[config.mk]
export PLATFORM = sky130hd
export DESIGN_NAME = led_row_scheduler_flat
export DESIGN_NICKNAME = d
export VERILOG_FILES = /design/src/rtl/led_pkg.sv /design/src/rtl/led_row_scheduler_if.sv /design/src/rtl/led_cycle_counter.sv /design/src/rtl/led_row_scheduler.sv /design/src/flat_wrapper.sv
export SDC_FILE = /design/constraint.sdc
export NUM_CORES = 1
export LEC_CHECK = 0
export ABC_AREA = 1
export BUFFER_PORTS_ARGS = -buffer_cell sky130_fd_sc_hd__clkbuf_2
export CAP_MARGIN = 20
export CORE_MARGIN = 4
export CORE_UTILIZATION = 35
export CTS_BUF_LIST = sky130_fd_sc_hd__clkbuf_8 sky130_fd_sc_hd__clkbuf_16
export CTS_CLUSTER_SIZE = 24
export DETAILED_ROUTE_END_ITERATION = 10
export GPL_TIMING_DRIVEN = 0
export SYNTH_ARGS = -nofsm -noshare
export SYNTH_HDL_FRONTEND = slang
export SYNTH_SLANG_ARGS = --single-unit
[constraint.sdc]
create_clock -name i2s_clk -period 3.1 [get_ports i2s_clk]
set_input_delay 0.31 -clock i2s_clk [delete_from_list [all_inputs] [get_ports i2s_clk]]
set_output_delay 0.31 -clock i2s_clk [all_outputs]
set_load 0.05 [all_outputs]
[src/rtl/led_pkg.sv]
// led_pkg: shared defaults and scheduler state type for the LED panel row path.
package led_pkg;
    localparam int LED_ROW_W         = 6;
    localparam int LED_BRIGHT_W      = 8;
    localparam int LED_ON_SHIFT      = 2;
    localparam int LED_BLANK_CYCLES  = 4;
    localparam int LED_SETTLE_CYCLES = 8;
    typedef enum logic [1:0] {ST_IDLE, ST_BLANK, ST_SETTLE, ST_ON} led_sched_state_t;
endpackage

[src/rtl/led_row_scheduler_if.sv]
// led_row_scheduler_if: latch/brightness controls in, panel row address and OE out.
interface led_row_scheduler_if #(
    parameter int ROW_W    = led_pkg::LED_ROW_W,
    parameter int BRIGHT_W = led_pkg::LED_BRIGHT_W
);
    logic                enable, lat_in, overrun_clr, led_oe, busy, overrun;
    logic [ROW_W-1:0]    row_in, row_addr;
    logic [BRIGHT_W-1:0] brightness;
    modport master (output enable, lat_in, row_in, brightness, overrun_clr,
                    input  row_addr, led_oe, busy, overrun);
    modport slave  (input  enable, lat_in, row_in, brightness, overrun_clr,
                    output row_addr, led_oe, busy, overrun);
endinterface

[src/rtl/led_cycle_counter.sv]
// led_cycle_counter: loadable down-counter; o_done marks the last cycle of a loaded count.
module led_cycle_counter #(
    parameter int W = 10
) (
    input  logic         clk,
    input  logic         rst,
    input  logic         i_load,
    input  logic [W-1:0] i_val,
    output logic         o_done
);
    logic [W-1:0] r_cnt;
    always_ff @(posedge clk or posedge rst)
        if (rst) r_cnt <= '0;
        else if (i_load) r_cnt <= i_val;
        else if (r_cnt != '0) r_cnt <= r_cnt - 1'b1;
    assign o_done = r_cnt == W'(1);
endmodule

[src/rtl/led_row_scheduler.sv]
// led_row_scheduler: per latched row, blank OE, switch row address, settle, then
// enable the LEDs for brightness << ON_SHIFT cycles.
module led_row_scheduler import led_pkg::*; #(
    parameter int ROW_W         = LED_ROW_W,
    parameter int BRIGHT_W      = LED_BRIGHT_W,
    parameter int ON_SHIFT      = LED_ON_SHIFT,
    parameter int BLANK_CYCLES  = LED_BLANK_CYCLES,
    parameter int SETTLE_CYCLES = LED_SETTLE_CYCLES
) (
    input logic                i2s_clk,
    input logic                rst,
    led_row_scheduler_if.slave bus
);
    localparam int CW = BRIGHT_W + ON_SHIFT;
    led_sched_state_t r_state;
    logic [ROW_W-1:0] r_pend;
    logic [CW-1:0]    w_on, w_val;
    logic             w_done, w_lat, w_load, w_on_end;
    always_comb begin
        w_on     = CW'(bus.brightness) << ON_SHIFT;
        w_lat    = bus.enable && bus.lat_in;
        w_on_end = r_state == ST_ON && w_done;
        w_load   = w_lat || (w_done && (r_state == ST_BLANK || (r_state == ST_SETTLE && w_on != '0)));
        w_val    = w_lat ? CW'(BLANK_CYCLES) : r_state == ST_BLANK ? CW'(SETTLE_CYCLES) : w_on;
    end
    led_cycle_counter #(.W(CW)) u_cnt (
        .clk(i2s_clk), .rst(rst), .i_load(w_load), .i_val(w_val), .o_done(w_done)
    );
    // A latch on the edge where ON ends is a normal back-to-back row, not an overrun.
    always_ff @(posedge i2s_clk or posedge rst)
        if (rst) begin
            r_state      <= ST_IDLE;
            r_pend       <= '0;
            bus.row_addr <= '0;
            bus.led_oe   <= 1'b1;
            bus.busy     <= 1'b0;
            bus.overrun  <= 1'b0;
        end else begin
            if (bus.overrun_clr) bus.overrun <= 1'b0;
            if (!bus.enable) begin
                r_state    <= ST_IDLE;
                bus.led_oe <= 1'b1;
                bus.busy   <= 1'b0;
            end else if (bus.lat_in) begin
                r_pend     <= bus.row_in;
                r_state    <= ST_BLANK;
                bus.led_oe <= 1'b1;
                bus.busy   <= 1'b1;
                if (r_state != ST_IDLE && !w_on_end) bus.overrun <= 1'b1;
            end else if (w_done) begin
                case (r_state)
                    ST_BLANK: begin
                        bus.row_addr <= r_pend;
                        r_state      <= ST_SETTLE;
                    end
                    ST_SETTLE: begin
                        bus.led_oe <= w_on == '0;
                        bus.busy   <= w_on != '0;
                        r_state    <= w_on == '0 ? ST_IDLE : ST_ON;
                    end
                    ST_ON: begin
                        bus.led_oe <= 1'b1;
                        bus.busy   <= 1'b0;
                        r_state    <= ST_IDLE;
                    end
                    default: ;
                endcase
            end
        end
endmodule

[src/flat_wrapper.sv]
// flat-port wrapper written by rule: the top's interface ports become plain ports
module led_row_scheduler_flat import led_pkg::*;
#(
    parameter int ROW_W         = LED_ROW_W,
    parameter int BRIGHT_W      = LED_BRIGHT_W,
    parameter int ON_SHIFT      = LED_ON_SHIFT,
    parameter int BLANK_CYCLES  = LED_BLANK_CYCLES,
    parameter int SETTLE_CYCLES = LED_SETTLE_CYCLES
)
  (i2s_clk, rst, bus_enable, bus_lat_in, bus_row_in, bus_brightness, bus_overrun_clr, bus_row_addr, bus_led_oe, bus_busy, bus_overrun);
  led_row_scheduler_if #(.ROW_W(ROW_W), .BRIGHT_W(BRIGHT_W)) bus_i ();
  input logic i2s_clk;
  input logic rst;
  input wire logic [$bits(bus_i.enable)-1:0] bus_enable;
  input wire logic [$bits(bus_i.lat_in)-1:0] bus_lat_in;
  input wire logic [$bits(bus_i.row_in)-1:0] bus_row_in;
  input wire logic [$bits(bus_i.brightness)-1:0] bus_brightness;
  input wire logic [$bits(bus_i.overrun_clr)-1:0] bus_overrun_clr;
  output wire logic [$bits(bus_i.row_addr)-1:0] bus_row_addr;
  output wire logic [$bits(bus_i.led_oe)-1:0] bus_led_oe;
  output wire logic [$bits(bus_i.busy)-1:0] bus_busy;
  output wire logic [$bits(bus_i.overrun)-1:0] bus_overrun;
  assign bus_i.enable = bus_enable;
  assign bus_i.lat_in = bus_lat_in;
  assign bus_i.row_in = bus_row_in;
  assign bus_i.brightness = bus_brightness;
  assign bus_i.overrun_clr = bus_overrun_clr;
  assign bus_row_addr = bus_i.row_addr;
  assign bus_led_oe = bus_i.led_oe;
  assign bus_busy = bus_i.busy;
  assign bus_overrun = bus_i.overrun;
  led_row_scheduler #(.ROW_W(ROW_W), .BRIGHT_W(BRIGHT_W), .ON_SHIFT(ON_SHIFT), .BLANK_CYCLES(BLANK_CYCLES), .SETTLE_CYCLES(SETTLE_CYCLES)) u_core (.i2s_clk(i2s_clk), .rst(rst), .bus(bus_i));
endmodule
* Yosys cells after proc, flatten, opt, wreduce, memory -nomap -nowiden
Index checks and enable logic that the tools add are counted.
** Operators by class
- Bitwise logic cells :: 1
- Eq/ne operators :: 7
- Add/sub/neg operators :: 1
- Reductions and logical operators :: 17
- Multiplexer cells :: 21
** Operators with widths (number)
- $mux 10 :: 4
- $reduce_bool 10->1 :: 2
- $eq 10x1->1 const B :: 1
- $logic_not 10->1 :: 1
- $mux 1 :: 10
- $sub 10x1->10 const B :: 1
- $mux 2 :: 4
- $pmux 2 s3 :: 1
- $reduce_and 2->1 :: 3
- $logic_and 1x1->1 :: 5
- $ne 5x1->1 const B :: 1
- $eq 2x2->1 const B :: 2
- $ne 4x1->1 const B :: 1
- $pmux 1 s2 :: 2
- $reduce_and 4->1 :: 1
- $reduce_bool 2->1 :: 2
- $ne 3x1->1 const B :: 1
- $eq 2x1->1 const B :: 1
- $logic_or 1x1->1 :: 2
- $logic_not 1->1 :: 1
- $not 1->1 :: 1
** Storage, ports and cells
- Register bits :: 27
- Input port bits :: 19
- Word-level logic and storage cells :: 54

* Longest topological paths before layout
Gate-level depths: netlist (run 1).
- Word-level depth :: 7
- Mapped depth :: 10

* By module
From an unflattened synthesis (run 1), not the netlist that was laid out.
** Second synthesis, totals
- Cells, all modules :: 219
- Area, all modules :: 1581.5 um^2
** By module, submodules not included
- led_row_scheduler :: instances 1, area each 848.3 um^2, cells each 113
- led_cycle_counter :: instances 1, area each 733.2 um^2, cells each 106

* Worst setup path after synthesis (run 1)
OpenSTA, ideal clock, no wires.
- Path type :: register -> register
- From :: reg u_core.u_cnt.r_cnt[0]
- To :: reg u_core.u_cnt.r_cnt[1]
- Arrival time :: 1.363 ns
- Path slack :: 1.621 ns
- Buffers on the path :: 0
- Period minus slack after synthesis :: 1.479 ns
- Cell stages (with the launch flop) :: 9
- Cell sequence :: dfrtp_1 -> inv_1 -> ha_1 -> nand2_2 -> nor2_4 -> nand2_2 -> nand3b_2 -> nand2_1 -> nand2_1
** On the way
- Word-level cells in the longest chain between the ends :: 4
- Elaborated cells on any way between the ends :: 8
** RTL lines
- start, declared :: line led_cycle_counter.sv:11 : logic [W-1:0] r_cnt;
- start signal, assigned :: line led_cycle_counter.sv:14 : else if (i_load) r_cnt <= i_val;
- start signal, assigned :: line led_cycle_counter.sv:15 : else if (r_cnt != '0) r_cnt <= r_cnt - 1'b1;
- branches (longest 4 deep; another with $sub 10x1->10)
Parallel ways; which one is timed is not known. The select of a mux whose other input is x is not followed.
A chain may end at the register's enable or synchronous reset.

* Final worst setup path (run 1)
- From :: reg u_core.u_cnt.r_cnt[1]
- To :: reg u_core.u_cnt.r_cnt[6]
Same word-level chain as after synthesis.

==> reports/results.txt, run 1 <==
DRT iter0 DRCs - 43
Crit-path max FO - 7
Detailed Place HPWL - 2.82 mm
Initial antenna violation count - 0
CTS Buf Count - 3
DR WL met3 - 81 um
# hold bufs at CTS - 0
Ant. Diodes - 0
Routed vias - 1361
Worst rel slew slack - 0.613
Status - finished clean
Max-slew violations - 0
Worst slew pin tran - 0.580 ns
Total wire length - 3.55 mm
Critical Path Source Type - flip-flop
PostCTS Resize Cnt - 0
First-pass GRT wire length - 6.27 mm
Overflow after GRT - 0
I/O Pins - 28
Power per cell area - 674 mW/mm^2
Clk buf depth - 2
Syn. warnings - 0
Cell count after synthesis - 201
Setup-failing EPs final - 0
FP Rows - 25
Clk root buf - clkbuf_8
Metal2 WL - 1.66 mm
Worst vdd ir - 0.000281 V
Worst hold path type - in -> async
Final min period - 1.65 ns
Vias per inst - 4.54
Top Metal Used - met4
Clk slew on worst S/H paths - 0.10 ns
Post-layout util - 0.421
Area delta synth->final - 16.4%
Period utilization - 0.531
Required time of the critical path - 3.27 ns
Seq/Total Area, Yosys - 0.393
RePlAce Congestion - 0.804
Gr usage total - 0.129
Library cells used by synthesis - 29
Peak Freq - 0.608 GHz
Final instance area - 0.00200 mm^2
Syn_area_per_cell - 8.56 um^2
DR DRC count - 0
Critical Path End Type - flip-flop
Met1 wire length - 1.72 mm
Most frequent cells in the layout - nand2_1 (33), clkbuf_2 (27), dfrtp_1 (26), inv_1 (25), nor2_1 (17)
CTS tree - done
Setup tns final - 0 ns
# clock sinks - 27
Min Hold Slack - 0.0507 ns
Unrepaired setup endpoints after global routing - false
DR WL/cell - 11.8 um
Share of layout cells above drive strength 1 - 0.322
# H-tree levels - 1
Core area - 0.00475 mm^2
Final Skew - 0.00706 ns
Clk Latency, worst-skew pair - 0.28 ns
Port bufs - 27
Seq cells post-synth - 27
Post-synth ARST share - 1.00
DIE AREA - 0.00610 mm^2
Critical Path AT - 1.81 ns
DR pass1 iterations - 4
Commonest non-fill, non-tap cell in the layout - nand2_1
Number of global-route vias before repair - 1371
Max_cap viols - 0
Setup bufs post-CTS - 0
Final hold vios - 0
Nets@finish - 259
Starting density of the core - 0.362
Ys flop type - dfrtp_1
Number of enable flip-flop cells after synthesis - 0
Syn_nets - 226
Cell Area, Synth - 0.00172 mm^2
Die Width - 78.1 um
Crit Path Category - reg -> reg
Pre-CTS setup slack - 1.45 ns
Leakage power - 0.000961 uW
Setup ws final - 1.45 ns
Area after DPL - 0.00194 mm^2
Antenna Nets Post-Route - 0
Die Y - 78.1 um
Largest net degree at the start of global routing - 28
-- kinds of logic after synthesis --
group / after synthesis / synth area share
compound gates: 30 / 0.117
xor+xnor: 5 / 0.0255
fa+ha+maj: 6 / 0.0436
buf+inv: 29 / 0.0720
flops: 27 / 0.393
simple gates: 104 / 0.348
-- routing by layer --
layer  GRT usage  up-vias
li1            -      717
met1       0.166      618
met2       0.214       19
met3      0.0195        7
met4      0.0594        0
met5           0        -
-- flip-flops by register name (all words and copies together) (netlist names) --
signal               count
u_core.u_cnt.r_cnt      10
u_core.bus.row_addr      6
u_core.r_pend            6
u_core.r_state           2
u_core.bus.busy          1
u_core.bus.led_oe        1
u_core.bus.overrun       1
-- critical path, cell delays in order, from the launching register on --
cell     delay, ns
dfrtp_1       0.42
inv_1         0.10
ha_1          0.24
nand2_2       0.09
nor3_4        0.33
nand2_2       0.18
nand3_1       0.12
a21oi_2       0.06
-- path summary, 6_finish.rpt --
path                                   startpoint                     end  slack, ns  cells past startpoint
max                         u_core.u_cnt.r_cnt[1]   u_core.u_cnt.r_cnt[6]       1.45                      7
min                                           rst  u_core.bus.row_addr[5]       0.05                      2
max reg2reg                 u_core.u_cnt.r_cnt[1]   u_core.u_cnt.r_cnt[6]       1.45                      7
min reg2reg                u_core.bus.row_addr[5]  u_core.bus.row_addr[5]       0.50                      2
max in group asynchronous                     rst   u_core.u_cnt.r_cnt[8]       2.56                      3
min in group i2s_clk              bus_overrun_clr      u_core.bus.overrun       0.19                      2
-- where the power goes --
part	leakage [uW]	switching (uW)	internal, uW	total [uW]
Combinational	0.000591	420	224	644
Sequential	0.000348	66.6	433	499
Clock	0.0000217	116	91.5	208
-- area by class of cell --
| type | instances | area (um^2) |
|---|---|---|
| clock buffer | 3 | 41.3 |
| timing repair buffer | 28 | 150 |
| multi-input combinational | 145 | 920 |
| clock inverter | 1 | 7.51 |
| fill | 518 | 2750 |
| tap | 67 | 83.8 |
| buffer | 4 | 30.0 |
| sequential | 27 | 677 |
| inverter | 25 | 93.8 |
-- synthesized netlist by cell type (2+ instances only) --
cell      n  area share
inv_1    25       0.055
o21ai_1   4       0.012
nand2_4   2       0.013
nand4_1  10       0.036
nor2_4    4       0.026
o21ai_2   7       0.036
buf_6     2       0.013
dfrtp_1  26        0.38
o21ai_0  11       0.032
nand3_1  16       0.047
nor2_2    3       0.011
a21oi_2   6       0.031
ha_1      6       0.044
nand2_1  33       0.072
nor2_1   17       0.037
xor2_1    4       0.020
nand2_2  11       0.040
nand3_4   3       0.031
-- per-stage QoR --
step / instances / power, uW
final: 300 / 1350
after global routing: 300 / 1480
after CTS: 299 / 1370
after detailed placement: 295 / 1150
after global placement: 295 / 1150
after floorplan: 201 / 1030
(Power assumes the default switching activity.)
==> inputs of run 2 (changes only) <==
ABC_AREA = 0   (was 1)
clock period = 1.7 ns   (was 3.1 ns; I/O delays follow)
==> reports/results.txt, run 2 <==
Peak Freq - 0.566 GHz (-6.8%)
End of the critical path - u_core.bus.row_addr[5]
DR pass1 iterations - 4 (unchanged)
Worst slew pin tran - 0.535 ns (-0.0457 ns)
Clk slew on worst S/H paths - 0.10 ns (about the same)
Switching pwr - 1080 uW (+79%)
Cell count after synthesis - 126 (-37%)
DIE AREA - 0.00523 mm^2 (-14%)
Final hold vios - 0 (unchanged)
Worst rel slew slack - 0.644 (+0.0309)
Cell Area, Synth - 0.00145 mm^2 (-16%)
Leakage power - 0.000861 uW (-10%)
Crit Path Category - reg -> reg
Hold Crit Start - bus_overrun_clr
DR WL met3 - 188 um (+130%)
Crit-path max FO - 6 (-1)
Gr usage total - 0.135 (+0.00544)
Ant. Diodes - 0 (unchanged)
Ys flop type - dfrtp_1
Critical Path AT - 1.93 ns (+0.12 ns)
Filler cells - 369 (-29%)
CTS tree - done
Worst-path cell chain - nor4_4 -> and4_1 -> buf_6 -> nand3_4 -> mux2_4
Critical Path End Type - flip-flop
Syn_area_per_cell - 11.5 um^2 (+34%)
Logic gate share of total power - 0.478 (about the same)
Die Y - 72.3 um (-7.4%)
DRT iter0 DRCs - 62 (+44%)
Starting density of the core - 0.362 (+0.000373)
Setup-failing EPs final - 12 (+12)
Final Skew - 0.00670 ns (-0.000362 ns)
FP Rows - 23 (-8.0%)
Biggest regs - u_core.u_cnt.r_cnt (10), u_core.bus.row_addr (6), u_core.r_pend (6)
Setup ws final - -0.0656 ns (-1.52 ns)
Syn. warnings - 0 (unchanged)
Library cells used by synthesis - 42 (+45%)
Met1 wire length - 1.46 mm (-15%)
Worst vdd ir - 0.000740 V (+160%)
Pre-CTS setup slack - -0.191 ns (-1.65 ns)
Synth area leader - dfrtp_1
Number of global-route vias before repair - 1209 (-12%)
DR WL/cell - 15.1 um (+27%)
Clock power share - 0.142 (-0.012)
Register bank with the most flops - u_core.u_cnt.r_cnt
Seq/Total Area, Yosys - 0.467 (+0.0737)
Max stage delay on crit path - 0.42 ns (about the same)
Clk Latency, worst-skew pair - 0.28 ns (about the same)
Syn_nets - 151 (-33%)
Vias per inst - 5.12 (+13%)
Synth top cells by count - dfrtp_1 (26), nor2_1 (15), mux2_2 (11), nand2_1 (8), inv_1 (7)
Synth top area share - 0.449 (+0.0709)
Clk root buf - clkbuf_8
FF-to-FF setup slack - -0.07 ns (-1.52 ns)
Overflow after GRT - 0 (unchanged)
DR DRC count - 0 (unchanged)
# placed instances - 203 (-31%)
Share of layout cells above drive strength 1 - 0.503 (+0.181)
R2R depth - 5 (-2)
Unrepaired setup endpoints after global routing - true
Most frequent cells in the layout - clkbuf_2 (27), dfrtp_1 (24), nor2_1 (13), mux2_2 (11)
Initial antenna violation count - 0 (unchanged)
# H-tree levels - 1 (unchanged)
Synth area leaders - dfrtp_1 (45%), mux2_2 (8.5%), ha_1 (5.2%)
Max FFs per register - 10 (unchanged)
Antenna Nets Post-Route - 0 (unchanged)
Worst R2R Start - u_core.u_cnt.r_cnt[7]
Required time of the critical path - 1.87 ns (-1.40 ns)
Area delta synth->final - 30.1%
Reg-to-reg endpoint - u_core.bus.row_addr[5]
Metal2 WL - 1.59 mm (-4.0%)
Top Metal Used - met4
Largest net degree at the start of global routing - 28 (unchanged)
RePlAce Congestion - 0.821 (+2.1%)
Final min period - 1.77 ns (+0.120 ns)
Number of enable flip-flop cells after synthesis - 0 (unchanged)
Non-filler instance count after layout - 217 (-28%)
Worst hold path type - in -> reg
Power per cell area - 1410 mW/mm^2 (+110%)
Critical Path Source Type - flip-flop
Max-slew violations - 0 (unchanged)
Port bufs - 27 (unchanged)
Core area - 0.00400 mm^2 (-16%)
First-pass GRT wire length - 5.62 mm (-10%)
Total wire length - 3.27 mm (-7.9%)
Status - complete, but fails checks
Top-count cell post-synth - dfrtp_1
Violated checks - setup timing
Seq cells post-synth - 27 (unchanged)
Worst Setup SP - u_core.u_cnt.r_cnt[7]
Internal power - 1570 uW (+110%)
Register area - 679 um^2 (+0.37%)
Setup tns final - -0.352 ns (-0.352 ns)
Post-synth ARST share - 1.00 (unchanged)
Routed vias - 1112 (-18%)
Sequential power share - 0.380 (+0.010)
Detailed Place HPWL - 2.32 mm (-18%)
I/O Pins - 28 (unchanged)
Die Width - 72.3 um (-7.4%)
Period utilization - 1.04 (+0.508)
Clk buf depth - 2 (unchanged)
# clock sinks - 27 (unchanged)
Nets@finish - 193 (-25%)
Max_cap viols - 0 (unchanged)
Critical-path top delay cell - dfrtp_1
Sw Share - 0.408 (-0.0387)
CTS Buf Count - 3 (unchanged)
Commonest non-fill, non-tap cell in the layout - clkbuf_2
Area of the multi-input gates - 817 um^2 (-11%)
-- run 2: per-stage QoR --
step	hold WS, ns	total power [uW]	cell area (um^2)	utilization
after floorplan	0.222	1770	1450	-
after global placement	0.356	1960	1650	0.413
after detailed placement	0.373	2000	1650	0.413
after CTS	0.0711	2520	1780	0.444
after global routing	0.0672	2830	1890	0.471
final	0.0468	2650	1890	0.471
-- run 2: power groups by stage --
stage          clock, uW  sequential, uW  combinational (uW)
6_report             377            1010                1270
5_1_grt              416            1030                1380
4_1_cts              387             996                1130
3_5_place_dp           0             999                1000
3_3_place_gp           0             988                 971
2_1_floorplan          0            1180                 589
-- run 2: worst min path at each step --
| stage | slack, ns | endpoint | cells past startpoint |
|---|---|---|---|
| after global placement | 0.36 | u_core.bus.overrun | 2 |
| after floorplan | 0.22 | u_core.bus.busy | 1 |
| after CTS | 0.07 | u_core.bus.overrun | 2 |
| after detailed placement | 0.37 | u_core.bus.overrun | 2 |
| final | 0.05 | u_core.bus.overrun | 2 |
| after global routing | 0.07 | u_core.bus.overrun | 2 |
-- run 2: cell type report --
type                            instances  share of cell area
Multi-Input combinational cell         90               0.433
Sequential cell                        27               0.360
Clock inverter                          1             0.00398
Inverter                                7              0.0139
Buffer                                  2             0.00796
Tap cell                               50              0.0332
Timing Repair Buffer                   37               0.125
Clock buffer                            3              0.0219
-- run 2: cells by family after synthesis --
group,share of synthesized area
AOI/OAI and AO/OA,0.142
xor gates and xnor gates,0.0484
adders and majority gates,0.0518
buffers and inverters,0.0242
DFF,0.467
muxes,0.0959
and+or+nand+nor,0.171
-- run 2: critical path: cells and delay by family (launching register included) --
kind	cells	cell delay [ns]
buf+inv	1	0.13
flops	1	0.42
mux	1	0.33
simple gates	3	0.78
-- run 2: routing by layer --
| layer | vias to the layer above | track usage |
|---|---|---|
| li1 | 537 | - |
| met1 | 537 | 0.168 |
| met2 | 34 | 0.228 |
| met3 | 4 | 0.0346 |
| met4 | 0 | 0.0438 |
| met5 | - | 0 |
-- run 2: repair_timing --
action | in CTS | in global routing
pin swaps | 4 | 12
endpoints found under the setup margin | 18 | 21
setup buffers | 5 | 3
gates resized for setup | 9 | 15
endpoints found under the hold margin | 0 | 5
hold buffers | 0 | 1
==> inputs of run 3 (changes only) <==
CORE_UTILIZATION = 50   (was 35)
PLACE_DENSITY = 0.73   (was not set)
==> reports/results.txt, run 3 (synthesis gave the netlist of run 2 again) <==
Largest net degree at the start of global routing - 28 (unchanged)
Worst rel slew slack - 0.643 (about the same)
Worst vdd ir - 0.00109 V (+47%)
CTS Buf Count - 3 (unchanged)
FP Rows - 19 (-17%)
Antenna Nets Post-Route - 0 (unchanged)
Leakage power - 0.000874 uW (+1.5%)
Crit Path Category - reg -> reg
Worst hold path type - in -> reg
Power per cell area - 1420 mW/mm^2 (+1.2%)
Total wire length - 3.27 mm (-0.12%)
CP Buf/Inv Count - 1 (unchanged)
DR pass1 iterations - 4 (unchanged)
Crit-path max FO - 7 (+1)
Starting density of the core - 0.525 (+0.163)
CP delay by family, top - simple AND/OR/NAND/NOR gates
# H-tree levels - 1 (unchanged)
First-pass GRT wire length - 5.07 mm (-9.8%)
Share of layout cells above drive strength 1 - 0.488 (-0.0149)
Critical Path End Type - flip-flop
Clk slew on worst S/H paths - 0.09 ns (about the same)
DRT iter0 DRCs - 30 (-52%)
Number of global-route vias before repair - 1114 (-7.9%)
Area after DPL - 0.00163 mm^2 (-1.4%)
Register bank with the most flops - u_core.u_cnt.r_cnt
Port bufs - 27 (unchanged)
Violated checks - setup timing
DR DRC count - 0 (unchanged)
Clk Latency, worst-skew pair - 0.27 ns (about the same)
Gr usage total - 0.183 (+0.0479)
Peak Freq - 0.568 GHz (+0.29%)
Unrepaired setup endpoints after global routing - true
DR WL/cell - 16.4 um (+8.9%)
Overflow after GRT - 0 (unchanged)
Most frequent cells in the layout - clkbuf_2 (27), dfrtp_1 (24), nor2_1 (14), mux2_2 (11)
Max_cap viols - 0 (unchanged)
Nets@finish - 194 (+0.52%)
Initial antenna violation count - 0 (unchanged)
Required time of the critical path - 1.91 ns (+0.04 ns)
Post-layout util - 0.679 (+0.207)
I/O Pins - 28 (unchanged)
Worst-path cell chain - nor4_4 -> buf_4 -> nand4_1 -> nor2_4 -> o311ai_1 -> a21oi_1
Setup tns final - -0.139 ns (+0.213 ns)
Critical-path top delay cell - dfrtp_1
Critical Path AT - 1.97 ns (+0.04 ns)
Core area - 0.00276 mm^2 (-31%)
Die Y - 61.8 um (-15%)
CTS tree - done
Area delta synth->final - 29.2%
Clk root buf - clkbuf_8
DIE AREA - 0.00382 mm^2 (-27%)
Final instance area - 0.00187 mm^2 (-0.73%)
Final min period - 1.76 ns (-0.00507 ns)
Die Width - 61.8 um (-15%)
Setup ws final - -0.0606 ns (+0.00507 ns)
Max stage delay on crit path - 0.42 ns (about the same)
Final Skew - 0.00404 ns (-0.00266 ns)
Status - complete, but fails checks
Commonest non-fill, non-tap cell in the layout - clkbuf_2
Period utilization - 1.04 (-0.00298)
Vias per inst - 5.83 (+14%)
Max-slew violations - 0 (unchanged)
Setup-failing EPs final - 10 (-2)
Final hold vios - 0 (unchanged)
Critical Path Source Type - flip-flop
RePlAce Congestion - 0.771 (-6.1%)
Clk buf depth - 2 (unchanged)
Worst slew pin tran - 0.535 ns (+0.000838 ns)
Max FFs per register - 10 (unchanged)
Detailed Place HPWL - 2.17 mm (-6.6%)
# clock sinks - 27 (unchanged)
Routed vias - 1160 (+4.3%)
Biggest regs - u_core.u_cnt.r_cnt (10), u_core.bus.row_addr (6), u_core.r_pend (6)
Ant. Diodes - 0 (unchanged)
run 3: cell count changes in the layout (fill, tap and decap cells not counted), sizes merged:
| cell | before | now |
|---|---|---|
| buf | 10 | 11 |
| clkinv | 0 | 1 |
| clkinvlp | 1 | 0 |
run 3: repair_timing:
item                                   4_1_cts  5_1_grt
hold buffers                                 0        1
endpoints found under the hold margin        0        3
buffers inserted                             6        3
pin swaps                                    3        6
resized for setup                            9       13
setup endpoints to repair                   18       21
run 3: power by group:
group / switching, uW / total (uW) / internal [uW]
Sequential: 185 / 1010 / 825
Clock: 206 / 370 / 165
Combinational: 691 / 1290 / 595
Total: 1080 / 2670 / 1580
run 3: cell type report:
type | count | area (um^2)
buffer | 2 | 15.0
clock buffer | 3 | 41.3
clock inverter | 1 | 5.00
fill | 207 | 886
inverter | 7 | 26.3
multi-input combinational | 90 | 822
sequential | 27 | 679
tap | 31 | 38.8
timing repair buffer | 38 | 244
run 3: metal layers:
layer	global-route usage	up-vias	wire length, um
met5	0	-	0
met4	0.0848	0	80
met3	0.0372	9	140
met2	0.308	31	1700
li1	-	539	-
met1	0.224	581	1350
run 3: path summary, 6_finish.rpt:
check	start	depth (start not counted)	slack [ns]	endpoint
setup / recovery	u_core.u_cnt.r_cnt[7]	6	-0.06	u_core.u_cnt.r_cnt[4]
hold / removal	bus_overrun_clr	2	0.06	u_core.bus.overrun
setup reg to reg	u_core.u_cnt.r_cnt[7]	6	-0.06	u_core.u_cnt.r_cnt[4]
hold reg to reg	u_core.r_pend[0]	1	0.51	u_core.r_pend[0]
max in group asynchronous	rst	4	0.91	u_core.bus.led_oe
min in group asynchronous	rst	3	0.32	u_core.bus.overrun
run 3: stage by stage:
step	cells	setup slack, ns	total power (uW)	hold WS [ns]
finish	199	-0.0606	2670	0.0634
global route	199	-0.154	2840	0.0621
CTS	194	-0.0677	2490	0.0946
detailed placement	184	-0.197	1990	0.358
global placement	184	-0.135	1950	0.360
floorplan	126	0.0135	1770	0.222
